File: src/rtl/aeolus_pkg.sv
`default_nettype none
// ============================================================================
// Module      : aeolus_pkg
// Description : Shared definitions for the Aeolus memory arbiter slice:
//               default bus widths, read-owner encoding and grant-history
//               encoding used by the round-robin picker.
// Revision    : 1.0 - initial release
// ============================================================================
package aeolus_pkg;

    localparam int AEOLUS_ADDR_W = 8;
    localparam int AEOLUS_DATA_W = 8;

    // Which requester (if any) owns the read result returning next cycle.
    typedef enum logic [1:0] {
        OWNER_NONE = 2'd0,
        OWNER_IF   = 2'd1,
        OWNER_DATA = 2'd2
    } owner_e;

    // Encoding of the last-granted-master history bit.
    localparam logic c_GNT_IF   = 1'b0;
    localparam logic c_GNT_DATA = 1'b1;

endpackage
`default_nettype wire

File: src/rtl/rr_arb2.sv
`default_nettype none
// ============================================================================
// Module      : rr_arb2
// Description : Combinational two-way round-robin picker. Bit 0 is the
//               instruction-fetch master, bit 1 the data master. On a
//               conflict the master that was not granted last wins.
// Ports       : effReq[1:0] - effective requests (already masked)
//               lastGnt     - last granted master (c_GNT_IF / c_GNT_DATA)
//               win[1:0]    - one-hot winner, zero when no request
// Revision    : 1.0 - initial release
// ============================================================================
module rr_arb2
    import aeolus_pkg::*;
(
    input  logic [1:0] effReq,
    input  logic       lastGnt,
    output logic [1:0] win
);

    always_comb begin
        win = effReq;
        if (effReq == 2'b11) begin
            win = (lastGnt == c_GNT_DATA) ? 2'b01 : 2'b10;
        end
    end

endmodule
`default_nettype wire

File: src/rtl/aeolus_mem_arbiter.sv
`default_nettype none
// ============================================================================
// Module      : aeolus_mem_arbiter
// Description : Shares the single-port program/data RAM between the
//               instruction-fetch (IF) and load/store (data) units. One
//               access per cycle, round-robin on conflict, read results
//               routed back to the issuing master.
// Ports       : boardCLK, reset (async, active high)
//               ifReq/ifAddr        -> ifGnt/ifValid/ifRdata   fetch port
//               dReq/dWe/dAddr/dWdata -> dGnt/dValid/dRdata    data port
//               memEn/memWe/memAddr/memWdata, memRdata         RAM port
//               conflictCount       conflict statistics (optional)
// Config      : define AEOLUS_ARB_STATS_EN to add the saturating
//               conflictCount port and counter.
// Revision    : 1.0 - initial release
// ============================================================================
module aeolus_mem_arbiter
    import aeolus_pkg::*;
#(
    parameter int ADDR_W = AEOLUS_ADDR_W,
    parameter int DATA_W = AEOLUS_DATA_W
) (
    input  logic              boardCLK,
    input  logic              reset,
    input  logic              ifReq,
    input  logic [ADDR_W-1:0] ifAddr,
    output logic              ifGnt,
    output logic              ifValid,
    output logic [DATA_W-1:0] ifRdata,
    input  logic              dReq,
    input  logic              dWe,
    input  logic [ADDR_W-1:0] dAddr,
    input  logic [DATA_W-1:0] dWdata,
    output logic              dGnt,
    output logic              dValid,
    output logic [DATA_W-1:0] dRdata,
    output logic              memEn,
    output logic              memWe,
    output logic [ADDR_W-1:0] memAddr,
    output logic [DATA_W-1:0] memWdata,
    input  logic [DATA_W-1:0] memRdata
`ifdef AEOLUS_ARB_STATS_EN
    ,
    output logic [15:0]       conflictCount
`endif
);

    logic              r_if_gnt;
    logic              r_d_gnt;
    logic              r_mem_en;
    logic              r_mem_we;
    logic [ADDR_W-1:0] r_mem_addr;
    logic [DATA_W-1:0] r_mem_wdata;
    logic              r_last_gnt;
    owner_e            r_owner;
    logic              r_if_valid;
    logic              r_d_valid;
    logic [DATA_W-1:0] r_if_rdata;
    logic [DATA_W-1:0] r_d_rdata;

    logic [1:0]        w_eff_req;
    logic [1:0]        w_win;
    logic              w_any_win;

    // A master granted this cycle is masked so a held req is treated as a
    // fresh request only after its grant cycle has passed.
    assign w_eff_req = {dReq & ~r_d_gnt, ifReq & ~r_if_gnt};
    assign w_any_win = |w_win;

    rr_arb2 u_rr_arb2 (
        .effReq  (w_eff_req),
        .lastGnt (r_last_gnt),
        .win     (w_win)
    );

    always_ff @(posedge boardCLK or posedge reset) begin
        if (reset) begin
            r_if_gnt    <= 1'b0;
            r_d_gnt     <= 1'b0;
            r_mem_en    <= 1'b0;
            r_mem_we    <= 1'b0;
            r_mem_addr  <= '0;
            r_mem_wdata <= '0;
            r_last_gnt  <= c_GNT_DATA;
            r_owner     <= OWNER_NONE;
            r_if_valid  <= 1'b0;
            r_d_valid   <= 1'b0;
            r_if_rdata  <= '0;
            r_d_rdata   <= '0;
        end else begin
            r_if_gnt <= w_win[0];
            r_d_gnt  <= w_win[1];
            r_mem_en <= w_any_win;
            r_mem_we <= w_win[1] & dWe;

            // Address/write data hold their last values on idle cycles.
            if (w_win[0]) begin
                r_mem_addr <= ifAddr;
            end else if (w_win[1]) begin
                r_mem_addr  <= dAddr;
                r_mem_wdata <= dWdata;
            end

            if (w_any_win) begin
                r_last_gnt <= w_win[1] ? c_GNT_DATA : c_GNT_IF;
            end

            // Owner tracks the read issued this cycle; writes return nothing.
            if (w_win[0]) begin
                r_owner <= OWNER_IF;
            end else if (w_win[1] && !dWe) begin
                r_owner <= OWNER_DATA;
            end else begin
                r_owner <= OWNER_NONE;
            end

            r_if_valid <= (r_owner == OWNER_IF);
            r_d_valid  <= (r_owner == OWNER_DATA);

            // Capture returned data so each port holds it once valid drops.
            if (r_if_valid) begin
                r_if_rdata <= memRdata;
            end
            if (r_d_valid) begin
                r_d_rdata <= memRdata;
            end
        end
    end

    assign ifGnt    = r_if_gnt;
    assign dGnt     = r_d_gnt;
    assign memEn    = r_mem_en;
    assign memWe    = r_mem_we;
    assign memAddr  = r_mem_addr;
    assign memWdata = r_mem_wdata;
    assign ifValid  = r_if_valid;
    assign dValid   = r_d_valid;
    // RAM data arrives in the valid cycle itself, so it bypasses the hold
    // register while valid is high.
    assign ifRdata  = r_if_valid ? memRdata : r_if_rdata;
    assign dRdata   = r_d_valid  ? memRdata : r_d_rdata;

`ifdef AEOLUS_ARB_STATS_EN
    logic [15:0] r_conflict_count;

    always_ff @(posedge boardCLK or posedge reset) begin
        if (reset) begin
            r_conflict_count <= '0;
        end else if ((&w_eff_req) && (r_conflict_count != 16'hFFFF)) begin
            r_conflict_count <= r_conflict_count + 16'd1;
        end
    end

    assign conflictCount = r_conflict_count;
`endif

endmodule
`default_nettype wire

File: config.mk
export PLATFORM = sky130hd
export DESIGN_NAME = aeolus_mem_arbiter
export DESIGN_NICKNAME = d
export VERILOG_FILES = /design/src/rtl/aeolus_pkg.sv /design/src/rtl/rr_arb2.sv /design/src/rtl/aeolus_mem_arbiter.sv
export SDC_FILE = /design/constraint.sdc
export NUM_CORES = 1
export LEC_CHECK = 0
export ABC_AREA = 1
export BUFFER_PORTS_ARGS = -buffer_cell sky130_fd_sc_hd__buf_2
export CORE_MARGIN = 2
export CORE_UTILIZATION = 35
export DETAILED_ROUTE_END_ITERATION = 12
export HOLD_SLACK_MARGIN = 0.12
export PLACE_DENSITY_LB_ADDON = 0.25
export SLEW_MARGIN = 20
export SYNTH_ARGS = -nofsm -noshare
export SYNTH_HDL_FRONTEND = slang
export SYNTH_SLANG_ARGS = --single-unit
File: constraint.sdc
create_clock -name boardCLK -period 1.5 [get_ports boardCLK]
set_clock_uncertainty 0.05 [all_clocks]
set_input_delay 0 -clock boardCLK [delete_from_list [all_inputs] [get_ports boardCLK]]
set_output_delay 0 -clock boardCLK [all_outputs]
set_load 0.02 [all_outputs]
**After elaboration in Yosys (flattened, before gate mapping)**

Index checks and enable logic that the tools add are counted.

- Output and inout bits: 38
- Logic and storage cells: 35
- Memory bits (read-only): 0
- Memories: 0
- Bits in latches: 0
- Memory bits (writable): 0
- Register bits after elaboration: 41
- Bits of input ports: 37

- Shift-type cells: 0
- $mul: 0
- Divide/modulo/power cells: 0
- Equal/unequal tests: 3
- Multiplexer cells: 9
- Add/subtract/negate cells: 0
- Bitwise gates (word level): 6
- Reduce and logical (&&, ||, !) cells: 5
- Magnitude comparators: 0

Operator list:

| cell | number |
|---|---|
| 8-bit two-way mux | 4 |
| 2-bit two-way mux | 4 |
| 2-bit equality test, second input constant | 2 |
| 1-bit AND | 3 |
| 1-bit NOT | 3 |
| 2-bit by 1-bit equality test with 1-bit output, second input constant | 1 |
| 2-bit AND reduction | 1 |
| 2-bit nonzero test | 1 |
| 2-bit OR reduction | 1 |
| 1-bit logical AND | 1 |
| 1-bit logical NOT | 1 |
| 1-bit two-way mux | 1 |

**Depth between registers and ports, before layout**

- Word-level depth: 7
- Mapped depth: 7
- Depth with buffers taken out: 6

**Cells and area by module**

Synthesis repeated with hierarchy kept, for this count alone.

- Cell total of the unflattened synthesis: 173
- Area total of the unflattened synthesis: 1,644.1 µm²

Modules (own cells, without submodules):

| module | cells each | area an instance (µm²) | instances |
|---|---|---|---|
| aeolus_mem_arbiter | 168 | 1,622.8 | 1 |
| rr_arb2 | 5 | 21.3 | 1 |

**Least setup slack after synthesis**

Ideal clock, no wire load.

- Path type: register to register
- Start: register r_d_valid, in the netlist dValid
- End: register r_d_rdata[0]
- Path slack: 247 ps
- Library setup time: 148 ps
- Required time: 1,302 ps
- Cell stages (with the launch flop): 3
- Arrival: 1,055 ps
- Period minus slack after synthesis: 1,253 ps
- Buffers on the path: 1
- Path through: dfrtp_1 -> buf_2 -> mux2_2

- Word-level cells in the longest chain between the ends: 1

Ends and longest elaborated chain:

| what | RTL line | source |
|---|---|---|
| start, declared | aeolus_mem_arbiter.sv:57 | `logic r_d_valid;` |
| start signal, assigned | aeolus_mem_arbiter.sv:118 | `r_d_valid <= (r_owner == OWNER_DATA);` |
| 8-bit two-way mux | - |  |
| named net dRdata[0] | aeolus_mem_arbiter.sv:36 | `output logic [DATA_W-1:0] dRdata,` |
| end signal, assigned | aeolus_mem_arbiter.sv:125 | `r_d_rdata <= memRdata;` |
| end, declared | aeolus_mem_arbiter.sv:59 | `logic [DATA_W-1:0] r_d_rdata;` |

The timed path passes the listed nets, and every way through them passes these cells.
A chain may end at the register's enable or synchronous reset.

**Worst setup path in the final report**

- Start: register r_d_valid, in the netlist dValid
- End: output dRdata[1]

- Word-level cells in the longest chain between the ends: 1

Ends and longest elaborated chain:

| what | RTL line |
|---|---|
| 8-bit two-way mux | - |
| end, declared | aeolus_mem_arbiter.sv:36 |

Every way passes these cells.

==> run metrics <==
number of remaining DRC errors 0; detailed-placement wirelength estimate 2.690 mm; worst endpoint data arrival time 1320 ps; Power Dens Cells 1488 mW/mm^2; count of endpoints failing hold in the final timing report 0; relative slew slack 54.23%; CTS root buffer sky130_fd_sc_hd__clkbuf_8; remaining global-route overflow 0; Worst Setup End Kind output port; Die Span X 72.83 microns; gate count of the mapped netlist 156; largest family of logic cells by synthesized area simple AND/OR/NAND/NOR gates; achievable frequency 732.1 MHz; startpoint of the worst hold path ifReq; initial antenna violation count 0; RSZ-0062 raised after global routing no; R2R setup slack ~240 ps; crit-path max FO 9; Critical Setup Path Class flip-flop to output port; post-CTS setup buffers 0; Synth Register Bits 40; synthesized area divided by synthesized cell count 10.63 sq um; number of I/O port buffers 74; maximum clock insertion buffer count 2; # setup viols final 0; max-capacitance violation count 0; Ports 75; pins over their slew limit 0; average wire length per cell after detail routing 12.62 microns; VDD IR-drop max between 0.7 and 0.8 mV; Synth warnings 0; status finished clean; count of vias placed by the detailed router between 1,000 and 1,500; slew at the pin with the worst max-slew slack roughly 680 ps; Core Footprint 0.004629 sq mm; Post-Synth Simple-Gate Area 21.96%; leading cell type in the layout, fill and taps excluded sky130_fd_sc_hd__buf_2; Crit Reg-Reg Endpoint memAddr[3]$_DFFE_PP0P_; clock insertion delay at the later pin of the skew report 280 ps; WL final about 4 mm; element type at the critical path start flip-flop; number of distinct library cell variants in the gate-level netlist after synthesis 17; Setup TNS 0 ps; Hold Crit Class input port to flip-flop; complex-gate fraction of the synthesized area 0.3019%; TritonCTS clock tree built; post-synthesis sequential area ratio approximately three fifths; number of optimization iterations in the first detailed-route pass 4; Total Die Area approximately 0.0053 sq mm; cell at the slowest stage of the critical path sky130_fd_sc_hd__dfrtp_2; overall fraction of global-route tracks in use between 10% and 20%; Iter 0 DRT Violations 50; nets@finish 307; TritonCTS Buffers 5; area share of xor/xnor cells in the synthesized design 0%; critical path, cell by cell mux2_2 -> buf_2; global-route wire length before repair 6.803 mm; Register-to-Register Path Depth 5; floorplan row count 25; Final period util 91.06%; startpoint of the worst-slack reg-to-reg timing path r_last_gnt$_DFFE_PP1P_; cell depth of the worst min-delay path 6; top library cells by usage in the layout, fill and taps aside 74 x sky130_fd_sc_hd__buf_2, 37 x sky130_fd_sc_hd__dfrtp_1, 35 x sky130_fd_sc_hd__dlygate4sd3_1; largest incremental delay on the critical path 490 ps; Synth Area in Adders 0%; ANT nets after route 0; clock transition at the register clock pins on the worst setup and hold paths after CTS about 80 ps; Initial Utilization 35.81%; detailed-route vias per instance 4.600; shortest clock period the worst path allows after layout between 1000 and 1500 ps; static leakage 1.343 nW; post-synthesis to final-layout area growth 53.74%; required time at the worst-slack endpoint 1450 ps; Diodes inserted 0; Post-Place Worst Slack 261.8 ps; CTS H-Tree Depth 2; final worst setup slack 134.1 ps; TritonCTS sink count 40; Synth Net Count 193; height of the chip 72.83 microns; hold path endpoint memWdata[2]$_DFFE_PP0P_; via count of the first global-routing pass 1,551; maximum number of pins on one net before global-route repair 20; multiplexer fraction of the synthesized cell area 10.87%; fraction of layout instances using a drive strength above 1 41.33%; Netlist Area Pre-Place 0.001658 sq mm; global placement routability congestion 0.6968
==> synthesized netlist by cell type, drive strengths merged <==
master | count | share of area [%]
nand2 | 30 | 8.3
clkinv | 1 | 0.53
nor2 | 13 | 3.4
mux2 | 16 | 11
nand3 | 33 | 10
inv | 17 | 3.8
buf | 5 | 2.0
o21ai | 1 | 0.30
dfstp | 1 | 1.6
dfrtp | 39 | 59
==> per-stage QoR <==
| step | power [mW] | cells | cell area [sq um] | utilization [%] | hold WS (ps) |
|---|---|---|---|---|---|
| 6_report | 3.792 | 325 | 2549 | 55.05 | 142.2 |
| 5_1_grt | 4.068 | 325 | 2549 | 55.05 | 165.8 |
| 3_3_place_gp | 2.866 | 282 | 2085 | 45.03 | 11.80 |
| 3_5_place_dp | 2.889 | 282 | 2085 | 45.03 | 10.89 |
| 2_1_floorplan | 2.439 | 156 | 1658 | - | 16.41 |
| 4_1_cts | 3.837 | 325 | 2547 | 55.03 | 121.3 |
==> registers in the layout (all words and copies together) (netlist names), 2 cells and up <==
signal / cells
r_d_rdata: 8
memAddr: 8
r_owner: 2
memWdata: 8
r_if_rdata: 8
==> area by class of cell <==
| class | instances | area [sq um] |
|---|---|---|
| multi-input combinational | 93 | 549.3 |
| timing repair buffer | 112 | 743.2 |
| tap | 54 | 67.56 |
| clock inverter | 3 | 42.54 |
| inverter | 18 | 72.57 |
| sequential | 40 | 1005 |
| fill | 428 | 2081 |
| clock buffer | 5 | 68.82 |
==> how the worst max path moves through the flow <==
stage / startpoint / end / slack [ps] / cells after the start
CTS: ifValid$_DFF_PP0_ / ifRdata[0] / 6 / 2
detailed placement: r_last_gnt$_DFFE_PP1P_ / memAddr[2]$_DFFE_PP0P_ / 260 / 5
global route: dValid$_DFF_PP0_ / dRdata[7] / 50 / 2
floorplan: dValid$_DFF_PP0_ / r_d_rdata[0]$_DFF_PP0_ / 250 / 2
global placement: r_last_gnt$_DFFE_PP1P_ / memAddr[3]$_DFFE_PP0P_ / 270 / 5
finish: dValid$_DFF_PP0_ / dRdata[1] / 130 / 2
==> kinds of logic after synthesis <==
kind of cell,Yosys count
AOI/OAI and AO/OA,1
buffers and inverters,23
DFF,40
muxes,16
and+or+nand+nor,76
==> what timing repair did <==
item | 4_1_cts | 5_1_grt
gates resized for setup | 1 | 1
hold endpoints to repair | 62 | 0
hold buffers | 35 | 0
setup endpoints to repair | 8 | 8
==> worst max-delay path, delay by kind of cell, from the launching register on <==
kind                   cells  cell delay [ps]
buffers and inverters      1              160
flip-flops                 1              490
multiplexers               1              370
==> where the power goes <==
group	switching, mW	internal, mW	leakage [nW]
registers	0.144	1.40	0.482
logic	0.836	0.549	0.807
clock network	0.370	0.492	0.0541
==> layer usage <==
layer / global-route usage [%] / vias to the layer above / share of wire, %
li1: - / 726 / -
met1: 20.41 / 700 / 43
met2: 28.38 / 58 / 49
met3: 3.867 / 11 / 5.6
met4: 6.790 / 0 / 2.2
met5: 0 / - / 0
No activity file was read; power rests on OpenSTA's default activity.
